### src/rtl/booth_mult_seq.sv
// Sequential signed Booth multiplier (radix-2 or radix-4) with start/busy/done handshake.
module booth_mult_seq #(
  parameter int unsigned WIDTH  = 8,
  parameter bit          RADIX4 = 1'b0
) (
  input  logic                 clk,
  input  logic                 rst,
  input  logic                 start,
  input  logic [WIDTH-1:0]     multiplicand,
  input  logic [WIDTH-1:0]     multiplier,
  output logic                 busy,
  output logic                 done,
  output logic [2*WIDTH-1:0]   product
);

  // Bits retired per step; the accumulator carries STEP guard bits so +-M / +-2M never overflow.
  localparam int unsigned STEP   = RADIX4 ? 2 : 1;
  localparam int unsigned AW     = WIDTH + STEP;
  localparam int unsigned NSTEPS = WIDTH / STEP;
  localparam int unsigned CW     = $clog2(NSTEPS) + 1;
  localparam int unsigned TW     = AW + WIDTH + 1;

  typedef enum logic [1:0] {
    IDLE = 2'd0,
    RUN  = 2'd1,
    DONE = 2'd2
  } state_e;

  state_e               state_q, state_d;
  logic [WIDTH-1:0]     m_q, m_d;
  logic [AW-1:0]        a_q, a_d;
  logic [WIDTH-1:0]     q_q, q_d;
  logic                 qm1_q, qm1_d;
  logic [CW-1:0]        cnt_q, cnt_d;
  logic [2*WIDTH-1:0]   product_q, product_d;
  logic                 busy_q, busy_d;
  logic                 done_q, done_d;

  logic [AW-1:0]        m_ext;
  logic [AW-1:0]        m2_ext;
  logic [AW-1:0]        addend;
  logic [AW-1:0]        sum;
  logic [TW-1:0]        shifted;

  // Booth recoding of the low multiplier bits, add, and arithmetic shift of {A,Q,q_m1}.
  always_comb begin
    m_ext  = {{STEP{m_q[WIDTH-1]}}, m_q};
    m2_ext = {m_ext[AW-2:0], 1'b0};
    addend = '0;
    if (RADIX4) begin
      case ({q_q[1], q_q[0], qm1_q})
        3'b001, 3'b010: addend = m_ext;
        3'b011:         addend = m2_ext;
        3'b100:         addend = -m2_ext;
        3'b101, 3'b110: addend = -m_ext;
        default:        addend = '0;
      endcase
    end else begin
      case ({q_q[0], qm1_q})
        2'b01:   addend = m_ext;
        2'b10:   addend = -m_ext;
        default: addend = '0;
      endcase
    end
    sum     = a_q + addend;
    shifted = TW'($signed({sum, q_q, qm1_q}) >>> STEP);
  end

  // Next-state and datapath control.
  always_comb begin
    state_d   = state_q;
    m_d       = m_q;
    a_d       = a_q;
    q_d       = q_q;
    qm1_d     = qm1_q;
    cnt_d     = cnt_q;
    product_d = product_q;
    case (state_q)
      IDLE: begin
        if (start) begin
          m_d     = multiplicand;
          q_d     = multiplier;
          a_d     = '0;
          qm1_d   = 1'b0;
          cnt_d   = '0;
          state_d = RUN;
        end
      end
      RUN: begin
        a_d   = shifted[TW-1 -: AW];
        q_d   = shifted[WIDTH:1];
        qm1_d = shifted[0];
        cnt_d = cnt_q + CW'(1);
        if (cnt_q == CW'(NSTEPS - 1)) begin
          state_d   = DONE;
          product_d = {a_d[WIDTH-1:0], q_d};
        end
      end
      DONE: begin
        state_d = IDLE;
      end
      default: begin
        state_d = IDLE;
      end
    endcase
    busy_d = (state_d != IDLE);
    done_d = (state_d == DONE);
  end

  // State and datapath registers; reset overrides any pending start.
  always_ff @(posedge clk) begin
    if (rst) begin
      state_q   <= IDLE;
      m_q       <= '0;
      a_q       <= '0;
      q_q       <= '0;
      qm1_q     <= 1'b0;
      cnt_q     <= '0;
      product_q <= '0;
      busy_q    <= 1'b0;
      done_q    <= 1'b0;
    end else begin
      state_q   <= state_d;
      m_q       <= m_d;
      a_q       <= a_d;
      q_q       <= q_d;
      qm1_q     <= qm1_d;
      cnt_q     <= cnt_d;
      product_q <= product_d;
      busy_q    <= busy_d;
      done_q    <= done_d;
    end
  end

  assign busy    = busy_q;
  assign done    = done_q;
  assign product = product_q;

endmodule

### config.mk
export PLATFORM = sky130hd
export DESIGN_NAME = booth_mult_seq
export DESIGN_NICKNAME = d
export VERILOG_FILES = /design/src/rtl/booth_mult_seq.sv
export SDC_FILE = /design/constraint.sdc
export NUM_CORES = 1
export LEC_CHECK = 0
export BUFFER_PORTS_ARGS = -buffer_cell sky130_fd_sc_hd__buf_2
export CORE_ASPECT_RATIO = 1.2
export CORE_UTILIZATION = 30
export CTS_CLUSTER_SIZE = 12
export DETAILED_ROUTE_END_ITERATION = 7
export GPL_ROUTABILITY_DRIVEN = 0
export PLACE_DENSITY = 0.46
export SYNTH_ARGS = -nofsm -noshare
export SYNTH_HDL_FRONTEND = slang
export SYNTH_SLANG_ARGS = --single-unit
### constraint.sdc
create_clock -name clk -period 7.7 [get_ports clk]
set_input_delay 1.155 -clock clk [delete_from_list [all_inputs] [get_ports clk]]
set_output_delay 1.155 -clock clk [all_outputs]
set_load 0.1 [all_outputs]
==> summary.md, run 1 <==
| Metric | Value |
|---|---|
| Synth warn | `0` |
| Cells after Synth | `311` |
| DR WL met3 | `222 um` |
| RSZ-0062 raised after global routing | `no` |
| Largest net degree at the start of global routing | `58` |
| Clk buf depth | `2` |
| Antenna violations before repair | `0` |
| Status | `finished, final reports clean` |
| Ports | `37` |
| Min Hold Slack | `0.456 ns` |
| CTS Hold Bufs | `0` |
| EDFF count, synth | `0` |
| Post-Syn Area per Cell | `8.07 um2` |
| Final Slew Violations | `0` |
| CTS tree | `yes` |
| Post-CTS setup buffer count | `0` |
| GRT Overall Usage | `0.147` |
| Max stage delay cell, worst path | `fa_1` |
| Post-CTS resize count | `0` |
| First-pass GRT wire length | `10.1 mm` |
| Commonest non-fill, non-tap cell in the layout | `dfxtp_1` |
| Sw Pwr | `144 uW` |
| LEAKAGE | `0.00112 uW` |
| Final Setup Violations | `0` |
| Full die area | `8730 um2` |
| Post-DP HPWL | `4.34 mm` |
| Worst Setup End Kind | `flip-flop` |
| H-tree depth | `2` |
| Post-DR wirelength/cell | `14.0 um` |
| Starting DRT DRC Count | `121` |
| Clock share of power | `0.326` |
| Cell chain of the critical path | `ha_1 -> inv_1 -> a211oi_1 -> ha_1 -> inv_1 -> fa_1 -> nor2b_1 -> o31a_1 -> o21ai_1 -> nor2b_1 -> o311ai_0` |
| Most frequent cells in the layout | `dfxtp_1, nor2_1, buf_2` |
| Peak VDD IR | `0.0000745 V` |
| Max-cap violations | `0` |
| CP max stage delay | `0.39 ns` |
| Grt total ovfl | `0` |
| Sw Share | `0.290` |
| CTS Buf Count | `5` |
| Met2 wire len | `2.86 mm` |
| # port buffers | `36` |
| Detailed Route WL | `6.10 mm` |
| Pint | `353 uW` |
| Synth Net Count | `343` |
| WS Path Type | `flip-flop to flip-flop` |
| Clock Latency Late Sink | `0.31 ns` |
| Worst-margin pin slew | `0.990 ns` |
| DRC viols | `0` |
| Post-DRT Antenna Nets | `0` |
| Period utilization | `0.386` |
| Ys flop type | `dfxtp_1` |
| Routed vias | `2250` |
| WP data required | `7.90 ns` |
| Startpoint Class | `flip-flop` |
| Fraction of final layout cells sized beyond drive strength 1 | `0.150` |
| Drt via density | `5.17` |
| FMAX | `336 MHz` |
| Tot Pwr | `497 uW` |
| Pre-Repair DR Iteration Count | `4` |
| Hold Path Class | `flip-flop to flip-flop` |
| Register area share after synthesis | `0.391` |
| Post-Syn Area | `2510 um2` |
| Setup WS post-layout | `4.73 ns` |
| Die width | `85.5 um` |
| Pre-CTS WS | `4.73 ns` |
| Die Ht | `102 um` |
| Clk_skew | `0.00976 ns` |
| # rows | `36` |
| CTS Sinks | `49` |
| Top fanout value on the critical path | `9` |
| Core ar. | `8110 um2` |
| Distinct cells, synth | `43` |
| Sequential power share | `0.543` |
| Top Metal Used | `met4` |
| Comb power frac | `0.131` |
| Starting Density | `0.309` |
| Reg clk slew, reported paths | `0.10 ns` |
| WP data arrival | `3.17 ns` |
| Area grow syn2layout | `13.6%` |
| Power Dens Cells | `174 nW/um2` |
| Worst slew margin | `0.340` |
| Nets | `371` |
| ANT cells | `0` |
| Final Hold Vio Count | `0` |
| Root Buffer | `clkbuf_8` |
| Vias in the first global route | `2024` |
| Post-synthesis register bit count | `49` |
| Minimum clock period after layout | `2.97 ns` |
| Setup TNS | `0 ns` |
| Metal-1 WL | `2.97 mm` |
| Post-synth ARST share | `0` |
-- routing by layer --
| metal | vias up | global-route usage |
|---|---|---|
| met5 | - | 0 |
| met4 | 0 | 0.0346 |
| met1 | 1039 | 0.192 |
| li1 | 1165 | - |
| met2 | 42 | 0.249 |
| met3 | 4 | 0.0323 |
-- power groups by stage --
stage | Combinational, uW | Sequential (uW) | Clock [uW]
2_1_floorplan | 46.4 | 276 | 0
3_3_place_gp | 65.7 | 275 | 0
3_5_place_dp | 65.1 | 275 | 0
4_1_cts | 65.5 | 270 | 172
5_1_grt | 73.2 | 271 | 181
6_report | 64.9 | 270 | 162
-- synth_stat cells, drive strengths merged, types with 2 or more instances --
library cell  count  area (um2)
o21a              2        15.0
ha               12         150
nand2b            3        18.8
inv              20        75.1
a21o              2        15.0
or2               2        12.5
clkinv            2        7.51
nand3             4        20.0
xor2              2        17.5
or4b              2        20.0
dfxtp            49         981
nand3b            7        52.6
a21oi            29         145
a311oi            2        17.5
mux2i             4        40.0
xnor2             2        17.5
nor2             43         161
or4               4        30.0
and3              2        12.5
nor4              4        25.0
a211oi            6        45.0
o311ai            7        61.3
o31ai             2        15.0
clkbuf           14        52.6
buf               3        15.0
a22oi             6        45.0
nor2b             4        25.0
nor3              5        25.0
nand2            31         116
o22ai             8        50.1
a221oi            8        70.1
o21ai            11        55.1
-- final cells by class --
cell class / instances / area [um2]
Tap cell: 95 / 119
Timing Repair Buffer: 38 / 195
Clock buffer: 5 / 68.8
Fill cell: 888 / 5260
Multi-Input combinational cell: 223 / 1380
Clock inverter: 3 / 26.3
Inverter: 22 / 82.6
Sequential cell: 49 / 981
-- registers in the layout, indices dropped and copies added, names as in the netlist, 2 cells and up --
register / count
product: 16
a_q: 8
m_q: 8
q_q: 8
cnt_q: 4
state_q: 2
-- path summary, 6_finish.rpt --
path              startpoint     endpoint  slack [ns]  depth (start not counted)
setup / recovery      q_q[0]  product[13]        4.73                         11
hold / removal    product[2]   product[2]        0.46                          2
setup reg to reg      q_q[0]  product[13]        4.73                         11
hold reg to reg   product[2]   product[2]        0.46                          2
-- cell families after synthesis --
kind of cell,count (synthesis),share of synthesized area
DFF,49,0.391
and+or+nand+nor,115,0.221
buffers and inverters,39,0.0598
xor gates and xnor gates,4,0.0140
muxes,4,0.0160
AOI/OAI and AO/OA,87,0.230
adders and majority gates,13,0.0678
-- worst max-delay path, delay by kind of cell, from the launching register on --
family / cells / cell delay (ns)
AOI/OAI and AO/OA: 4 / 0.91
DFF: 1 / 0.37
buffers and inverters: 2 / 0.27
adders and majority gates: 3 / 0.98
and+or+nand+nor: 2 / 0.31
-- through the flow --
step	util	std cells	area, um2
final	0.352	435	2850
after global routing	0.352	435	2850
after CTS	0.352	435	2850
after detailed placement	0.340	427	2760
after global placement	0.340	427	2760
after floorplan	-	311	2510
Power figures use the tool's default switching activity.
==> run 2: changes to the inputs <==
--- a/config.mk
+++ b/config.mk
@@ -5,6 +5,7 @@
 export SDC_FILE = /design/constraint.sdc
 export NUM_CORES = 1
 export LEC_CHECK = 0
+export ABC_AREA = 1
 export BUFFER_PORTS_ARGS = -buffer_cell sky130_fd_sc_hd__buf_2
 export CORE_ASPECT_RATIO = 1.2
 export CORE_UTILIZATION = 30
==> constraint.sdc (replaced) <==
create_clock -name clk -period 2.75 [get_ports clk]
set_input_delay 0.4125 -clock clk [delete_from_list [all_inputs] [get_ports clk]]
set_output_delay 0.4125 -clock clk [all_outputs]
set_load 0.1 [all_outputs]
==> summary.md, run 2 <==
| Metric | Value |
|---|---|
| Status | `finished, final reports clean` |
| Post-synthesis register bit count | `49 (unchanged)` |
| Power Dens Cells | `495 nW/um2 (+180%)` |
| Synth area leader | `dfxtp_1` |
| H-tree depth | `2 (unchanged)` |
| Core ar. | `8150 um2 (+0.56%)` |
| Full die area | `8830 um2 (+1.1%)` |
| ANT cells | `0 (unchanged)` |
| Antenna violations before repair | `0 (unchanged)` |
| CTS Hold Bufs | `0 (unchanged)` |
| Final Slew Violations | `0 (unchanged)` |
| Period utilization | `0.869 (+0.483)` |
| Die width | `85.9 um (+0.54%)` |
| FMAX | `419 MHz (+24%)` |
| Worst slew margin | `0.637 (+0.297)` |
| Top fanout value on the critical path | `5 (-4)` |
| Worst-margin pin slew | `0.544 ns (-0.446 ns)` |
| Reg clk slew, reported paths | `0.09 ns (about the same)` |
| Synth warn | `0 (unchanged)` |
| RSZ-0062 raised after global routing | `no` |
| Post-Syn Area | `2540 um2 (+1.1%)` |
| Max reg flops | `16 (unchanged)` |
| Final Setup Violations | `0 (unchanged)` |
| Ys flop type | `dfxtp_1` |
| Top cell type's share of synthesized area | `0.387 (-0.00424)` |
| Largest net degree at the start of global routing | `32 (-45%)` |
| Root Buffer | `clkbuf_8` |
| Post-DR wirelength/cell | `12.1 um (-13%)` |
| LEAKAGE | `0.00128 uW (+14%)` |
| CP most frequent cell | `nand2_1` |
| Starting DRT DRC Count | `54 (-55%)` |
| Area grow syn2layout | `16.0%` |
| Max-cap violations | `0 (unchanged)` |
| Commonest cells in the netlist | `nand2_1, dfxtp_1, a21oi_1, inv_1, nor2_1` |
| Cells after Synth | `348 (+12%)` |
| Vias in the first global route | `2233 (+10%)` |
| Drt via density | `4.54 (-12%)` |
| Post-Syn Area per Cell | `7.29 um2 (-9.7%)` |
| Synth Net Count | `380 (+11%)` |
| Final std cells w/o fill | `497 (+14%)` |
| Hold Path Class | `input pin to flip-flop` |
| Register area share after synthesis | `0.387 (-0.00424)` |
| Post-DRT Antenna Nets | `0 (unchanged)` |
| Distinct cells, synth | `35 (-19%)` |
| Routed vias | `2256 (+0.27%)` |
| CP max stage delay | `0.40 ns (about the same)` |
| WS Path Type | `flip-flop to flip-flop` |
| # port buffers | `36 (unchanged)` |
| Ports | `37 (unchanged)` |
| Minimum clock period after layout | `2.39 ns (-0.584 ns)` |
| Final Hold Vio Count | `0 (unchanged)` |
| WP data arrival | `2.63 ns (-0.54 ns)` |
| Max stage delay cell, worst path | `fa_1` |
| CTS Buf Count | `5 (unchanged)` |
| Die Ht | `103 um (+0.54%)` |
| Pre-Repair DR Iteration Count | `4 (unchanged)` |
| Setup WS post-layout | `0.361 ns (-4.37 ns)` |
| Cell chain of the critical path | `inv_1 -> ha_4 -> inv_2 -> a211oi_2 -> ha_2 -> inv_1 -> fa_1 -> inv_1 -> nand3_1 -> nand2_2 -> nand2_1 -> nand2_1 -> nand2_1 -> nand2_1 -> nand2_1 -> nand2_1 -> nand2_1 -> a21oi_1` |
| Post-synth ARST share | `0 (unchanged)` |
| # rows | `36 (unchanged)` |
| CTS tree | `yes` |
| DRC viols | `0 (unchanged)` |
| Startpoint Class | `flip-flop` |
| Clk buf depth | `2 (unchanged)` |
| Setup TNS | `0 ns (unchanged)` |
| Most common cell in the synthesized netlist | `nand2_1` |
| GRT Overall Usage | `0.154 (+0.00640)` |
| CTS Sinks | `49 (unchanged)` |
| First-pass GRT wire length | `10.5 mm (+3.8%)` |
| Grt total ovfl | `0 (unchanged)` |
| Worst Setup End Kind | `flip-flop` |
| Pre-CTS WS | `0.178 ns (-4.55 ns)` |
| Starting Density | `0.311 (+0.00167)` |
| Area contributors post-synth | `dfxtp_1, nand2_1, a21oi_1, ha_1, inv_1` |
| WP data required | `3.00 ns (-4.90 ns)` |
| Post-DP HPWL | `4.34 mm (about the same)` |
| Fraction of final layout cells sized beyond drive strength 1 | `0.191 (+0.0406)` |
| Nets | `414 (+12%)` |
| Final Core Density | `0.361 (+0.00942)` |
| Tot Pwr | `1460 uW (+190%)` |
| Dpl cells | `489 (+15%)` |
| Clk_skew | `0.00586 ns (-0.00389 ns)` |
| EDFF count, synth | `0 (unchanged)` |
| Filler cell count | `894 (+0.68%)` |
| Clock Latency Late Sink | `0.31 ns (about the same)` |
| Detailed Route WL | `6.03 mm (-1.1%)` |
| Peak VDD IR | `0.000276 V (+270%)` |
| Commonest non-fill, non-tap cell in the layout | `nand2_1` |
| Most frequent cells in the layout | `nand2_1, dfxtp_1, inv_1, a21oi_1, buf_2` |
==> run 2: cell count changes after synthesis, sizes merged, moves of 6 or more <==
cell / previous run / this run
nand2: 31 / 106
inv: 20 / 43
nor2: 43 / 25
nand3: 4 / 20
clkbuf: 14 / 3
a21oi: 29 / 39
o22ai: 8 / 0
o311ai: 7 / 0
a221oi: 8 / 2
a22oi: 6 / 0
buf: 3 / 9
nand3b: 7 / 1
==> run 2: layer usage <==
layer	track usage	vias to the layer above	wire, um
met2	0.268	35	3060
met3	0.0280	6	223
met1	0.189	1021	2660
met5	0	-	0
li1	-	1194	-
met4	0.0577	0	83
==> run 2: cells by family after synthesis <==
family / synth area share
AND/OR/NAND/NOR: 0.273
AO/OA/AOI/OAI: 0.155
buffers and inverters: 0.0977
flip-flops: 0.387
adder cells (fa/ha/maj): 0.0671
XOR/XNOR: 0.0207
==> run 2: layout make-up <==
cell class	instances	area, um2	area share
Tap cell	114	143	0.0485
Multi-Input combinational cell	244	1340	0.456
Clock buffer	6	72.6	0.0247
Inverter	43	161	0.0548
Clock inverter	2	38.8	0.0132
Sequential cell	49	982	0.334
Timing Repair Buffer	39	203	0.0689
==> run 2: worst paths after layout <==
path | startpoint | depth (start not counted) | slack, ns | to
worst max-delay path | qm1_q | 18 | 0.36 | a_q[5]
worst min register to register | product[2] | 2 | 0.46 | product[2]
worst min-delay path | multiplier[1] | 3 | 0.36 | q_q[1]
worst max register to register | qm1_q | 18 | 0.36 | a_q[5]
==> run 2: through the flow <==
step / instance area [um2] / hold WS [ns]
3_3_place_gp: 2800 / 0.447
2_1_floorplan: 2540 / 0.443
5_1_grt: 2940 / 0.387
4_1_cts: 2910 / 0.341
3_5_place_dp: 2800 / 0.450
6_report: 2940 / 0.355
==> run 2: repair_timing <==
action / in CTS / in global routing
resized for setup: 0 / 8
endpoints found under the setup margin: 0 / 5
hold endpoints to repair: 0 / 0
setup buffers: 0 / 0
==> run 2: where the power goes <==
group / internal (uW) / leakage, uW / total [uW] / switching [uW]
clock network: 273 / 0.0000554 / 523 / 250
logic: 60.9 / 0.000822 / 180 / 119
registers: 733 / 0.000399 / 753 / 19.8
total: 1070 / 0.00128 / 1460 / 389
==> run 2: critical path, delay by kind of cell, from the launching register on <==
kind	cells	cell delay, ns
flip-flops	1	0.35
AO/OA/AOI/OAI	2	0.34
adder cells (fa/ha/maj)	3	0.77
buffers and inverters	4	0.29
AND/OR/NAND/NOR	9	0.56
==> run 3: changes to the inputs <==
--- a/config.mk
+++ b/config.mk
@@ -9,6 +9,7 @@
 export BUFFER_PORTS_ARGS = -buffer_cell sky130_fd_sc_hd__buf_2
 export CORE_ASPECT_RATIO = 1.2
 export CORE_UTILIZATION = 30
+export CTS_BUF_LIST = sky130_fd_sc_hd__clkbuf_16
 export CTS_CLUSTER_SIZE = 12
 export DETAILED_ROUTE_END_ITERATION = 7
 export GPL_ROUTABILITY_DRIVEN = 0
==> summary.md, run 3 (synthesis results as in run 2) <==
| Metric | Value |
|---|---|
| Most frequent cells in the layout | `nand2_1, dfxtp_1, inv_1` |
| Max reg flops | `16 (unchanged)` |
| Setup TNS | `0 ns (unchanged)` |
| Detailed Route WL | `6.04 mm (+0.13%)` |
| WP data required | `2.94 ns (-0.06 ns)` |
| LEAKAGE | `0.00131 uW (+2.3%)` |
| Grt total ovfl | `0 (unchanged)` |
| Filler cell count | `884 (-1.1%)` |
| Top fanout value on the critical path | `5 (unchanged)` |
| Die width | `85.9 um (unchanged)` |
| R2R cell count | `15 (-3)` |
| Pre-Repair DR Iteration Count | `4 (unchanged)` |
| # rows | `36 (unchanged)` |
| RSZ-0062 raised after global routing | `no` |
| Cell chain of the critical path | `inv_1 -> ha_1 -> nand2_1 -> o31ai_1 -> nand3_1 -> a21oi_1 -> ha_1 -> inv_1 -> o21bai_1 -> a31oi_1 -> nand3b_1 -> nand2_1 -> nand2_1 -> o211ai_1 -> inv_1` |
| Min Hold Slack | `0.376 ns (+0.0207 ns)` |
| WP data arrival | `2.59 ns (-0.04 ns)` |
| Die Ht | `103 um (unchanged)` |
| Power Dens Cells | `545 nW/um2 (+10%)` |
| Routed vias | `2259 (+0.13%)` |
| Starting Density | `0.311 (unchanged)` |
| Peak VDD IR | `0.000336 V (+22%)` |
| Fin area | `3000 um2 (+1.9%)` |
| Vias in the first global route | `2240 (+0.31%)` |
| Worst slew margin | `0.631 (-0.00619)` |
| CTS tree | `yes` |
| Root Buffer | `clkbuf_16` |
| Period utilization | `0.872 (+0.00366)` |
| Largest net degree at the start of global routing | `32 (unchanged)` |
| Final Slew Violations | `0 (unchanged)` |
| Final Hold Vio Count | `0 (unchanged)` |
| Fraction of final layout cells sized beyond drive strength 1 | `0.191 (unchanged)` |
| Area grow syn2layout | `18.3%` |
| Max stage delay cell, worst path | `ha_1` |
| Worst Setup End Kind | `flip-flop` |
| Minimum clock period after layout | `2.40 ns (+0.0101 ns)` |
| Full die area | `8830 um2 (unchanged)` |
| First-pass GRT wire length | `10.5 mm (about the same)` |
| CP max stage delay | `0.31 ns (-0.09 ns)` |
| Nets | `414 (unchanged)` |
| Clk_skew | `0.00592 ns (+0.0000601 ns)` |
| Antenna violations before repair | `0 (unchanged)` |
| Post-DP HPWL | `4.34 mm (unchanged)` |
| Ports | `37 (unchanged)` |
| Hold Path Sink | `q_q[1]` |
| CTS Sinks | `49 (unchanged)` |
| H-tree depth | `2 (unchanged)` |
| Clk buf depth | `2 (unchanged)` |
| CTS Hold Bufs | `0 (unchanged)` |
| Dpl cells | `489 (unchanged)` |
| FMAX | `417 MHz (-0.42%)` |
| WS Path Type | `flip-flop to flip-flop` |
| Status | `finished, final reports clean` |
| Min-delay src | `multiplier[1]` |
| Final Setup Violations | `0 (unchanged)` |
| Clock Latency Late Sink | `0.29 ns (-0.02 ns)` |
| Reg-to-reg startpoint | `m_q[0]` |
| Placed cell areas | `2800 um2 (unchanged)` |
| Reg2reg end | `product[14]` |
| Tot Pwr | `1640 uW (+12%)` |
| Final std cells w/o fill | `497 (unchanged)` |
| DRC viols | `0 (unchanged)` |
| GRT Overall Usage | `0.154 (+0.000510)` |
| Worst hold path depth | `3 (unchanged)` |
| Core ar. | `8150 um2 (unchanged)` |
| Startpoint Class | `flip-flop` |
| R2r setup slk | `0.35 ns (about the same)` |
| # port buffers | `36 (unchanged)` |
| ANT cells | `0 (unchanged)` |
| Post-DR wirelength/cell | `12.1 um (+0.13%)` |
| Reg clk slew, reported paths | `0.07 ns (-0.02 ns)` |
| Worst-margin pin slew | `0.553 ns (+0.00928 ns)` |
| Starting DRT DRC Count | `67 (+24%)` |
| Drt via density | `4.55 (+0.13%)` |
| Hold Path Class | `input pin to flip-flop` |
| Commonest non-fill, non-tap cell in the layout | `nand2_1` |
| CTS Buf Count | `5 (unchanged)` |
| Post-DRT Antenna Nets | `0 (unchanged)` |
| Max-cap violations | `0 (unchanged)` |
==> run 3: cell types whose count changed in the layout (fill, tap and decap cells not counted) <==
cell / previous run / this run
clkbuf_1: 1 / 0
clkbuf_16: 0 / 5
clkbuf_8: 5 / 0
inv_1: 37 / 38
==> run 3: area by class of cell <==
| type | count | area, um2 | area share |
|---|---|---|---|
| Multi-Input combinational cell | 244 | 1340 | 0.448 |
| Sequential cell | 49 | 982 | 0.327 |
| Timing Repair Buffer | 39 | 203 | 0.0676 |
| Inverter | 43 | 161 | 0.0538 |
| Tap cell | 114 | 143 | 0.0476 |
| Clock buffer | 5 | 125 | 0.0417 |
| Clock inverter | 3 | 42.5 | 0.0142 |
==> run 3: power by group <==
group          internal [uW]  total [uW]  switching (uW)  leakage, uW
combinational           60.8         181             120     0.000822
sequential               733         753            19.9     0.000399
clock                    428         702             274    0.0000852
==> run 3: how the worst max path moves through the flow <==
stage | from | end | slack [ns] | depth (start not counted)
detailed placement | q_q[0] | product[13] | 0.18 | 17
CTS | q_q[0] | a_q[5] | 0.15 | 17
global placement | q_q[0] | a_q[5] | 0.29 | 17
global route | m_q[0] | product[15] | 0.04 | 18
floorplan | q_q[0] | a_q[7] | 0.48 | 15
finish | m_q[0] | product[14] | 0.35 | 15
==> run 3: worst max-delay path: cells and delay by family, from the launching register on <==
family | cells | cell delay [ns]
AOI/OAI and AO/OA | 5 | 0.71
adders and majority gates | 2 | 0.55
buffers and inverters | 3 | 0.29
DFF | 1 | 0.30
and+or+nand+nor | 5 | 0.45
==> run 3: stage by stage <==
stage                util  setup slack, ns
floorplan               -            0.479
global route        0.368           0.0361
global placement    0.343            0.291
detailed placement  0.343            0.178
finish              0.368            0.351
CTS                 0.363            0.150
==> run 3: what timing repair did <==
| item | in CTS | in global routing |
|---|---|---|
| buffers inserted | 0 | 0 |
| endpoints found under the setup margin | 0 | 5 |
| gates resized for setup | 0 | 8 |
==> run 3: layer usage <==
metal / global-route usage / wire, um / vias to the layer above
met4: 0.0577 / 114 / 0
met5: 0 / 0 / -
met2: 0.268 / 2950 / 26
met3: 0.0304 / 134 / 8
li1: - / - / 1192
met1: 0.189 / 2840 / 1033
